File: src/rtl/mcycle_pkg.sv
// Shared definitions for the multi-cycle MUL/DIV unit: FSM states, op encodings, default width.
package mcycle_pkg;

    typedef enum logic [1:0] {
        IDLE    = 2'd0,
        COMPUTE = 2'd1,
        DONE    = 2'd2
    } mcycleStateT;

    // MCycleOp[0] selects the operation kind, MCycleOp[1] requests signed handling.
    localparam logic OP_MUL        = 1'b0;
    localparam logic OP_DIV        = 1'b1;
    localparam int   OP_KIND_BIT   = 0;
    localparam int   OP_SIGNED_BIT = 1;
    localparam int   DEFAULT_WIDTH = 32;

endpackage

File: src/rtl/mcycle_signfix.sv
// Sign pre-correction (operand magnitudes, result sign flags) and post-correction of raw unsigned results.
module mcycle_signfix
    import mcycle_pkg::*;
#(
    parameter int WIDTH = DEFAULT_WIDTH
) (
    input  logic             isSigned,
    input  logic [WIDTH-1:0] op1,
    input  logic [WIDTH-1:0] op2,
    output logic [WIDTH-1:0] absOp1,
    output logic [WIDTH-1:0] absOp2,
    output logic             negRes,
    output logic             negRem,
    input  logic             isDiv,
    input  logic             negResQ,
    input  logic             negRemQ,
    input  logic [WIDTH-1:0] rawLo,
    input  logic [WIDTH-1:0] rawHi,
    output logic [WIDTH-1:0] fixLo,
    output logic [WIDTH-1:0] fixHi
);

    logic             neg1;
    logic             neg2;
    logic [2*WIDTH-1:0] prod;
    logic [2*WIDTH-1:0] prodNeg;

    assign neg1   = isSigned & op1[WIDTH-1];
    assign neg2   = isSigned & op2[WIDTH-1];
    assign absOp1 = neg1 ? -op1 : op1;
    assign absOp2 = neg2 ? -op2 : op2;
    assign negRes = neg1 ^ neg2;
    // Remainder follows the dividend's sign.
    assign negRem = neg1;

    assign prod    = {rawHi, rawLo};
    assign prodNeg = -prod;

    always_comb begin
        fixLo = rawLo;
        fixHi = rawHi;
        if (isDiv) begin
            if (negResQ) fixLo = -rawLo;
            if (negRemQ) fixHi = -rawHi;
        end else if (negResQ) begin
            {fixHi, fixLo} = prodNeg;
        end
    end

endmodule

File: src/rtl/mcycle_unit.sv
// Iterative MUL (shift-add) / DIV (restoring) unit, one bit per cycle. Signed ops under MCYCLE_SIGNED_EN.
module mcycle_unit
    import mcycle_pkg::*;
#(
    parameter int WIDTH = DEFAULT_WIDTH
) (
    input  logic             CLK,
    input  logic             Reset_n,
    input  logic             Start,
    input  logic [1:0]       MCycleOp,
    input  logic [WIDTH-1:0] Operand1,
    input  logic [WIDTH-1:0] Operand2,
    input  logic             Flush,
    output logic [WIDTH-1:0] Result1,
    output logic [WIDTH-1:0] Result2,
    output logic             Busy,
    output logic             Done
);

    localparam int CNT_W = (WIDTH > 1) ? $clog2(WIDTH) : 1;

    mcycleStateT      state, nextState;
    logic [CNT_W-1:0] cnt;
    logic             opIsDiv;
    logic [WIDTH-1:0] accHi, accLo, opB;
    logic [WIDTH-1:0] stepHi, stepLo;
    logic [WIDTH-1:0] result1Q, result2Q;
    logic [WIDTH:0]   mulSum, divShift, divTrial;
    logic [WIDTH-1:0] absOp1, absOp2, fixLo, fixHi;
    logic             startOk, lastIter, startDiv;

    assign startOk  = (state == IDLE) && Start && !Flush;
    assign lastIter = (cnt == CNT_W'(WIDTH - 1));
    assign startDiv = (MCycleOp[OP_KIND_BIT] == OP_DIV);

`ifdef MCYCLE_SIGNED_EN
    logic negResD, negRemD, negResQ, negRemQ;

    mcycle_signfix #(.WIDTH(WIDTH)) uSignfix (
        .isSigned (MCycleOp[OP_SIGNED_BIT]),
        .op1      (Operand1),
        .op2      (Operand2),
        .absOp1   (absOp1),
        .absOp2   (absOp2),
        .negRes   (negResD),
        .negRem   (negRemD),
        .isDiv    (opIsDiv),
        .negResQ  (negResQ),
        .negRemQ  (negRemQ),
        .rawLo    (stepLo),
        .rawHi    (stepHi),
        .fixLo    (fixLo),
        .fixHi    (fixHi)
    );

    always_ff @(posedge CLK) begin
        if (!Reset_n) begin
            negResQ <= 1'b0;
            negRemQ <= 1'b0;
        end else if (startOk) begin
            negResQ <= negResD;
            negRemQ <= negRemD & startDiv;
        end
    end
`else
    logic unusedSignBit;
    assign unusedSignBit = MCycleOp[OP_SIGNED_BIT];
    assign absOp1 = Operand1;
    assign absOp2 = Operand2;
    assign fixLo  = stepLo;
    assign fixHi  = stepHi;
`endif

    // One iteration of either algorithm; accHi is product-high / remainder, accLo is multiplier / quotient.
    always_comb begin
        mulSum   = {1'b0, accHi} + (accLo[0] ? {1'b0, opB} : '0);
        divShift = {accHi, accLo[WIDTH-1]};
        divTrial = divShift - {1'b0, opB};
        if (opIsDiv) begin
            stepHi = divTrial[WIDTH] ? divShift[WIDTH-1:0] : divTrial[WIDTH-1:0];
            stepLo = {accLo[WIDTH-2:0], ~divTrial[WIDTH]};
        end else begin
            stepHi = mulSum[WIDTH:1];
            stepLo = {mulSum[0], accLo[WIDTH-1:1]};
        end
    end

    always_comb begin
        nextState = state;
        case (state)
            IDLE:    if (startOk) nextState = COMPUTE;
            COMPUTE: if (Flush) nextState = IDLE;
                     else if (lastIter) nextState = DONE;
            DONE:    nextState = IDLE;
            default: nextState = IDLE;
        endcase
    end

    always_ff @(posedge CLK) begin
        if (!Reset_n) begin
            state    <= IDLE;
            cnt      <= '0;
            opIsDiv  <= 1'b0;
            accHi    <= '0;
            accLo    <= '0;
            opB      <= '0;
            result1Q <= '0;
            result2Q <= '0;
        end else begin
            state <= nextState;
            if (startOk) begin
                cnt     <= '0;
                opIsDiv <= startDiv;
                accHi   <= '0;
                accLo   <= startDiv ? absOp1 : absOp2;
                opB     <= startDiv ? absOp2 : absOp1;
            end else if (state == COMPUTE && !Flush) begin
                cnt   <= cnt + 1'b1;
                accHi <= stepHi;
                accLo <= stepLo;
                if (lastIter) begin
                    result1Q <= fixLo;
                    result2Q <= fixHi;
                end
            end
        end
    end

    assign Busy    = Reset_n && (startOk || state == COMPUTE);
    assign Done    = (state == DONE) && !Flush;
    assign Result1 = result1Q;
    assign Result2 = result2Q;

endmodule

File: config.mk
export PLATFORM = sky130hd
export DESIGN_NAME = mcycle_unit
export DESIGN_NICKNAME = d
export VERILOG_FILES = /design/src/rtl/mcycle_pkg.sv /design/src/rtl/mcycle_signfix.sv /design/src/rtl/mcycle_unit.sv
export SDC_FILE = /design/constraint.sdc
export NUM_CORES = 1
export LEC_CHECK = 0
export ABC_AREA = 1
export CELL_PAD_IN_SITES_DETAIL_PLACEMENT = 1
export CELL_PAD_IN_SITES_GLOBAL_PLACEMENT = 1
export CORE_MARGIN = 2
export CORE_UTILIZATION = 43
export DETAILED_ROUTE_END_ITERATION = 10
export GPL_TIMING_DRIVEN = 0
export MAX_ROUTING_LAYER = met4
export PLACE_DENSITY = 0.89
export REMOVE_ABC_BUFFERS = 1
export SLEW_MARGIN = 20
export SYNTH_ARGS = -nofsm -noshare
export SYNTH_HDL_FRONTEND = slang
export SYNTH_HIERARCHICAL = 1
export SYNTH_SLANG_ARGS = --single-unit
File: constraint.sdc
create_clock -name CLK -period 5 [get_ports CLK]
set_input_delay 1.25 -clock CLK [delete_from_list [all_inputs] [get_ports CLK]]
set_output_delay 1.25 -clock CLK [all_outputs]
set_load 0.01 [all_outputs]
After elaboration in Yosys (flattened, before gate mapping):

Index checks and enable logic that the tools add are counted.

* add/subtract/negate cells: 3
* eq/ne operators: 5
* multiplexer cells: 12
* bitwise operators: 3
* reductions and logical operators: 12

Operator list (count)
* 2-to-1 mux 32 bit: 8
* adder 32 x 32 -> 33 bit: 1
* subtractor 33 x 32 -> 33 bit: 1
* 2-to-1 mux 2 bit: 3
* adder 5 x 1 -> 5 bit, second input constant: 1
* == test 5 bit, second input constant: 1
* logical AND 1 bit: 5
* one-hot mux 2 bit (2 select lines): 1
* inequality test 3 bit, second input constant: 1
* inverter 1 bit: 3
* AND reduction 3 bit: 1
* == test 2 x 1 -> 1 bit, second input constant: 1
* == test 2 bit, second input constant: 1
* logical NOT 2 bit: 1
* inequality test 2 bit, second input constant: 1
* AND reduction 2 bit: 1
* nonzero test 2 bit: 1
* OR reduction 2 bit: 1
* logical NOT 1 bit: 1
* logical OR 1 bit: 1

* register bits after elaboration: 168
* bits of input ports: 70
* output and inout port bits: 66
* logic and storage cells: 43

Depth between registers and ports, before layout:

Gate-level depths: netlist of the first run.

* depth in word-level cells: 5
* depth in mapped cells: 21
* gate-level depth less buffers: 20

Worst setup path before layout of the first run:

Ideal clock, no wire load.

* kind: input -> output
* start: input port Start
* end: output port Busy
* arrival: 2.118 ns
* setup slack: 1.632 ns
* stages on the path: 5
* buffers on the path: 1
* cells stage by stage: inv_1 > nor3_1 > inv_2 > clkbuf_1 > a21oi_1

* word-level cells in the longest chain between the ends: 4

RTL lines
* start: declaration: RTL line mcycle_unit.sv:9 `input logic Start,`
* logical AND 1 bit (2 in series): RTL line mcycle_unit.sv:32 `assign startOk = (state == IDLE) && Start && !Flush;`
* logical OR 1 bit: RTL line mcycle_unit.sv:129 `assign Busy = Reset_n && (startOk || state == COMPUTE);`
* logical AND 1 bit: RTL line mcycle_unit.sv:129
* end: declaration: RTL line mcycle_unit.sv:16 `output logic Busy,`

Every way passes these cells.

Worst setup path in the final report of the first run:

* start: input port Flush
* end: output port Busy

* word-level cells in the longest chain between the ends: 4

RTL lines
* start: declaration: RTL line mcycle_unit.sv:13 `input logic Flush,`
* logical NOT 1 bit: RTL line mcycle_unit.sv:32
* logical AND 1 bit: RTL line mcycle_unit.sv:32
* logical OR 1 bit: RTL line mcycle_unit.sv:129
* logical AND 1 bit: RTL line mcycle_unit.sv:129

Every way passes these cells.

==> results of run 1 <==
-- metal layers --
layer,share of wire (%),track usage [%],up-vias
met5,0,-,-
met4,3.0,11.0,0
met1,45,40.7,7176
met3,5.1,4.30,87
met2,47,54.2,404
li1,-,-,7240
-- cell families after synthesis --
family          after synthesis  synth area share (%)
xor+xnor                     21                  1.39
buf+inv                     517                  15.2
fa+ha+maj                    68                  6.56
simple gates               1112                  34.2
compound gates              356                  14.6
mux                          33                  2.50
flops                       168                  25.5
-- per-stage QoR --
step	cells	util, %	hold WS [ps]	setup TNS [ps]	instance area (um2)
2_1_floorplan	2187	-	439	-265860	12800
3_3_place_gp	2717	48.1	447	-946890	14600
3_5_place_dp	2729	48.9	455	0	14900
4_1_cts	2761	50.9	469	0	15500
5_1_grt	2761	50.9	484	-16.5	15500
6_report	2761	50.9	466	0	15500
-- worst paths after layout --
path	slack, ps	from	endpoint	cells after the start
max reg2reg	1520	state[0]	accLo[19]	10
min	470	Result1[2]	Result1[2]	2
max	150	Flush	Busy	6
min reg2reg	470	Result1[2]	Result1[2]	2
-- state kept, by name, indices dropped and copies added, names as in the netlist --
name,cells
accHi,32
cnt,5
opB,32
Result2,32
accLo,32
opIsDiv,1
state,2
Result1,32
-- where the power goes --
part           total (mW)  switching, mW  internal, mW
clock                1.42          0.644         0.778
combinational        1.02          0.684         0.335
sequential           1.44         0.0639          1.38
-- area by class of cell --
type,count,area [um2]
tap,396,495
fill,4267,14900
timing repair buffer,146,1560
sequential,168,3370
inverter,429,1610
multi-input combinational,1590,7850
clock inverter,13,156
clock buffer,19,453
-- placed cells by master, fill, tap and decap left out, drive strengths merged --
master	instances
xor2	7
or2	3
mux2i	33
o21ai	100
clkdlybuf4s50	132
nand4	14
o21a	7
bufinv	2
nand2	732
o221ai	21
clkinvlp	3
nand3b	10
ha	66
clkbuf	19
a21boi	1
nor3	11
o211ai	10
a21oi	210
nand3	145
nor2	191
buf	14
o31ai	1
inv	434
o21bai	3
nor4	2
clkinv	3
fa	2
dfxtp	168
and2	4
xnor2	14
a21o	3
-- worst min-delay path, cell delays in order, from the launching register on --
cell and delay [ps]:
dfxtp_1 310, nand2_1 60, a21oi_1 50
==> impl_metrics.yaml, run 1 <==
sta:
  finalCritPeriodShare_pct: 97.1
  drv_slew: 0
  period_needed_ps: 4850
  final-hold-violation-count: 0
  tightestPinTransition_ps: 1130
  setup_violations: 0
  fin_skew_ps: 11.2
  slew_headroom_pct: 24.7
  setup_slack_ps: 147
  fmax_mhz: 206
outcome:
  status: "complete, no violations"
synthesis:
  yosysSeqAreaShare_pct: 25.5
  syn_avg_cell_area_um2: 5.80
  ys_warn_count: 6
  syn_inst: 2275
  synth_area_leaders: "dfxtp_1 (25%), nand2_1 (21%), inv_1 (12%), a21oi_1 (8.0%), ha_1 (6.3%)"
  synth_common_cells: "nand2_1 (724), inv_1 (425), a21oi_1 (210)"
  synth_ff_type: "dfxtp_1"
  yosysUniqueCellTypes: 37
  synth_edf_count: 0
  ys_ff_latch: 168
  yosys.area.top_type: "dfxtp_1"
  synth_top_area_share_pct: 25.5
  syn_area_um2: 13200
  synth_most_common_cell: "nand2_1"
  async_flop_share_pct: 0
placement:
  place.gp.congestion: 0.963
  dp_slack_ps: 69.9
  dp_hpwl_um: 38000
  io_buffers: 134
critical_path:
  required_ps: 3750
  cp_num_buf_inv: 4
  end_kind: "primary output"
  slowest_delay_ps: 570
  critPathTopFamily: "buffers and inverters"
  crit_fanout: 37
  crit_slowest_cell: "clkdlybuf4s50_1"
  start_kind: "input pin"
  crit_type: "input pin to primary output"
  cpMostUsedCell: "clkdlybuf4s50_1"
  worstPathCellList: "clkdlybuf4s50_1 -> nor3_4 -> buf_4 -> inv_2 -> a21oi_1 -> clkdlybuf4s50_1"
  arrival_ps: 3600
route:
  drt_wl_total_um: 50100
  dr.first_iter.drc_count: 801
  vias_per_cell: 5.40
  drtPass1Iterations: 5
  vias: 14907
  remaining_drc_errors: 0
  ant_nets: 0
  avgRoutedWirePerCell_um: 18.1
cts:
  clock-sinks: 168
  cts_root_buf: "clkbuf_16"
  numCtsBuffers: 17
  cts_resized: 0
  tritoncts: "yes"
  clkTransAtPathRegs_ps: 70
  cts_buffer_depth: 2
  post_cts_buffers: 0
  insertion_delay_ps: 450
  htreeDepth: 4
  hold_buffers: 0
global_routing:
  grt_max_degree: 69
  grt_pass1_vias: 15256
  grt_first_pass_wirelength_um: 79100
  antenna_found_initial: 0
  grt-ovfl-total: 0
  track_usage_pct: 32.6
flow_run:
  drv_cap: 0
final_layout:
  fin_nets: 2490
  drive_above_1_share_pct: 3.30
  syn_to_final_growth_pct: 17.5
  diodes: 0
floorplanning:
  die_y_um: 179
  floorplan.initialDensity_pct: 43.4
  rows: 64
  die_w_um: 179
  core_area_um2: 30400
  dieArea_um2: 32100
  pin_count: 136
pwr:
  power.static_leakage_nw: 7.87
  ir_drop_mv: 0.188
  power.total_mw: 3.88
  pwr_density_cell_nw_per_um2: 251
min_path:
  hold_class: "register to register"
Note: power is estimated with default switching activity, not from simulation.
==> inputs of run 2 (changes only) <==
--- a/config.mk
+++ b/config.mk
@@ -11,7 +11,8 @@
 export CORE_MARGIN = 2
-export CORE_UTILIZATION = 43
+export CORE_UTILIZATION = 48
 export DETAILED_ROUTE_END_ITERATION = 10
+export DONT_BUFFER_PORTS = 1
 export GPL_TIMING_DRIVEN = 0
 export MAX_ROUTING_LAYER = met4
-export PLACE_DENSITY = 0.89
+export PLACE_DENSITY = 0.88
 export REMOVE_ABC_BUFFERS = 1
--- a/constraint.sdc
+++ b/constraint.sdc
@@ -3,2 +3,2 @@
 set_output_delay 1.25 -clock CLK [all_outputs]
-set_load 0.01 [all_outputs]
+set_load 0.005 [all_outputs]
==> run 2 against run 1 <==
Final area is 9.2% lower. Largest cell class unchanged. Register-to-register slack worse by 680 ps. Fmax is 11% higher.
==> impl_metrics.yaml, run 2 (synthesis gave the netlist of run 1 again) <==
route:
  wl_met1_um: 21900
  vias_per_cell: 5.69
  wl_met3_um: 3410
  vias: 14632
  remaining_drc_errors: 0
  dr.first_iter.drc_count: 1090
  route.met2.wl_um: 23600
  drt_wl_total_um: 50200
  topRoutingLayerUsed: "met4"
  drtPass1Iterations: 8
  ant_nets: 0
  avgRoutedWirePerCell_um: 19.5
final_layout:
  diodes: 0
  fin_nets: 2356
  num-fill-cells: 3835
  syn_to_final_growth_pct: 6.60
  fin_cells: 2572
  layout_commonest_cell: "nand2_1"
  mostFrequentLayoutCells: "nand2_1 (723), inv_1 (423), a21oi_1 (210)"
  drive_above_1_share_pct: 3.36
critical_path:
  end_kind: "register"
  slowest_delay_ps: 1070
  crit_fanout: 38
  cpMostUsedCell: "nor2_4"
  arrival_ps: 4720
  worstPathCellList: "nor2_4 -> inv_2 -> nor2_4 -> clkinv_1 -> o21ai_0 -> inv_1"
  required_ps: 5330
  start_kind: "input pin"
  critPathTopFamily: "buffers and inverters"
  crit_type: "input pin to register"
  crit_slowest_cell: "clkinv_1"
  cp_num_buf_inv: 3
sta:
  setup_violations: 0
  finalCritPeriodShare_pct: 87.7
  finalHoldWorstSlack_ps: 479
  period_needed_ps: 4380
  rsz0062_at_grt: "no"
  fmax_mhz: 228
  fin_skew_ps: 22.0
  tightestPinTransition_ps: 1110
  final-hold-violation-count: 0
  drv_slew: 0
  slew_headroom_pct: 25.6
  setup_tns_ps: 0
global_routing:
  track_usage_pct: 36.3
  antenna_found_initial: 0
  grt_max_degree: 97
  grt-ovfl-total: 0
  grt_pass1_vias: 15016
  grt_first_pass_wirelength_um: 79600
pwr:
  power.static_leakage_nw: 7.37
  ir_drop_mv: 0.192
  pwr_density_cell_nw_per_um2: 272
placement:
  place_inst: 2540
  place.gp.congestion: 0.941
  io_buffers: 0
  dp_hpwl_um: 37700
min_path:
  hold_class: "register to register"
cts:
  post_cts_buffers: 0
  tritoncts: "yes"
  clkTransAtPathRegs_ps: 80
  clock-sinks: 168
  htreeDepth: 4
  numCtsBuffers: 17
  cts_buffer_depth: 2
  cts_root_buf: "clkbuf_16"
  cts_resized: 0
  hold_buffers: 0
  insertion_delay_ps: 460
floorplanning:
  core_area_um2: 27000
  pin_count: 136
  die_w_um: 170
  rows: 60
  dieArea_um2: 28800
  floorplan.initialDensity_pct: 49.0
  die_y_um: 170
outcome:
  status: "complete, no violations"
flow_run:
  drv_cap: 0
## run 2: changes by cell type in the layout (fill, tap and decap cells not counted), moves of 2 or more
cell             previous run  this run
clkinvlp_4                  3         0
clkinv_8                    0         4
clkdlybuf4s50_1           132         0
bufinv_16                   2         0
clkbuf_8                    2         0
## run 2: final cells by class
| type | count | area, um2 | area share, % |
|---|---|---|---|
| multi-input cells | 1590 | 7840 | 55.8 |
| clock buffers | 17 | 425 | 3.02 |
| well taps | 341 | 427 | 3.03 |
| repair buffers | 12 | 213 | 1.51 |
| inverters | 429 | 1610 | 11.5 |
| flip-flops and latches | 168 | 3370 | 24.0 |
| clock inverters | 15 | 175 | 1.25 |
## run 2: final timing paths
kind                               start          to  slack [ps]  cells past startpoint
worst max-delay path               Flush  Result1[0]         620                      6
worst min-delay path              cnt[3]      cnt[3]         480                      2
worst max register to register  state[1]  Result1[0]         840                      8
worst min register to register    cnt[3]      cnt[3]         480                      2
## run 2: power by group
part | total, mW | internal, mW | switching (mW) | leakage, nW
clock | 1.42 | 0.680 | 0.737 | 0.294
sequential | 1.44 | 1.38 | 0.0641 | 1.37
combinational | 0.961 | 0.288 | 0.673 | 5.71
total | 3.82 | 2.35 | 1.47 | 7.37
## run 2: stage by stage
step | setup WS (ps) | utilization, % | instance area [um2] | total power [mW]
2_1_floorplan | -3690 | - | 12800 | 2.09
3_3_place_gp | -10100 | 49.1 | 13200 | 2.33
3_5_place_dp | 724 | 50.0 | 13500 | 2.38
4_1_cts | 1050 | 52.2 | 14100 | 3.80
5_1_grt | 391 | 52.2 | 14100 | 3.98
6_report | 617 | 52.2 | 14100 | 3.82
## run 2: routing by layer
layer	GRT usage, %	vias to the layer above
li1	-	6978
met5	-	-
met3	5.43	84
met1	45.8	7066
met2	60.0	504
met4	11.0	0
## run 2: worst min-delay path, cell delays in order, from the launching register on
cell and delay (ps):
dfxtp_1 320, nand2_1 70, a21oi_1 50
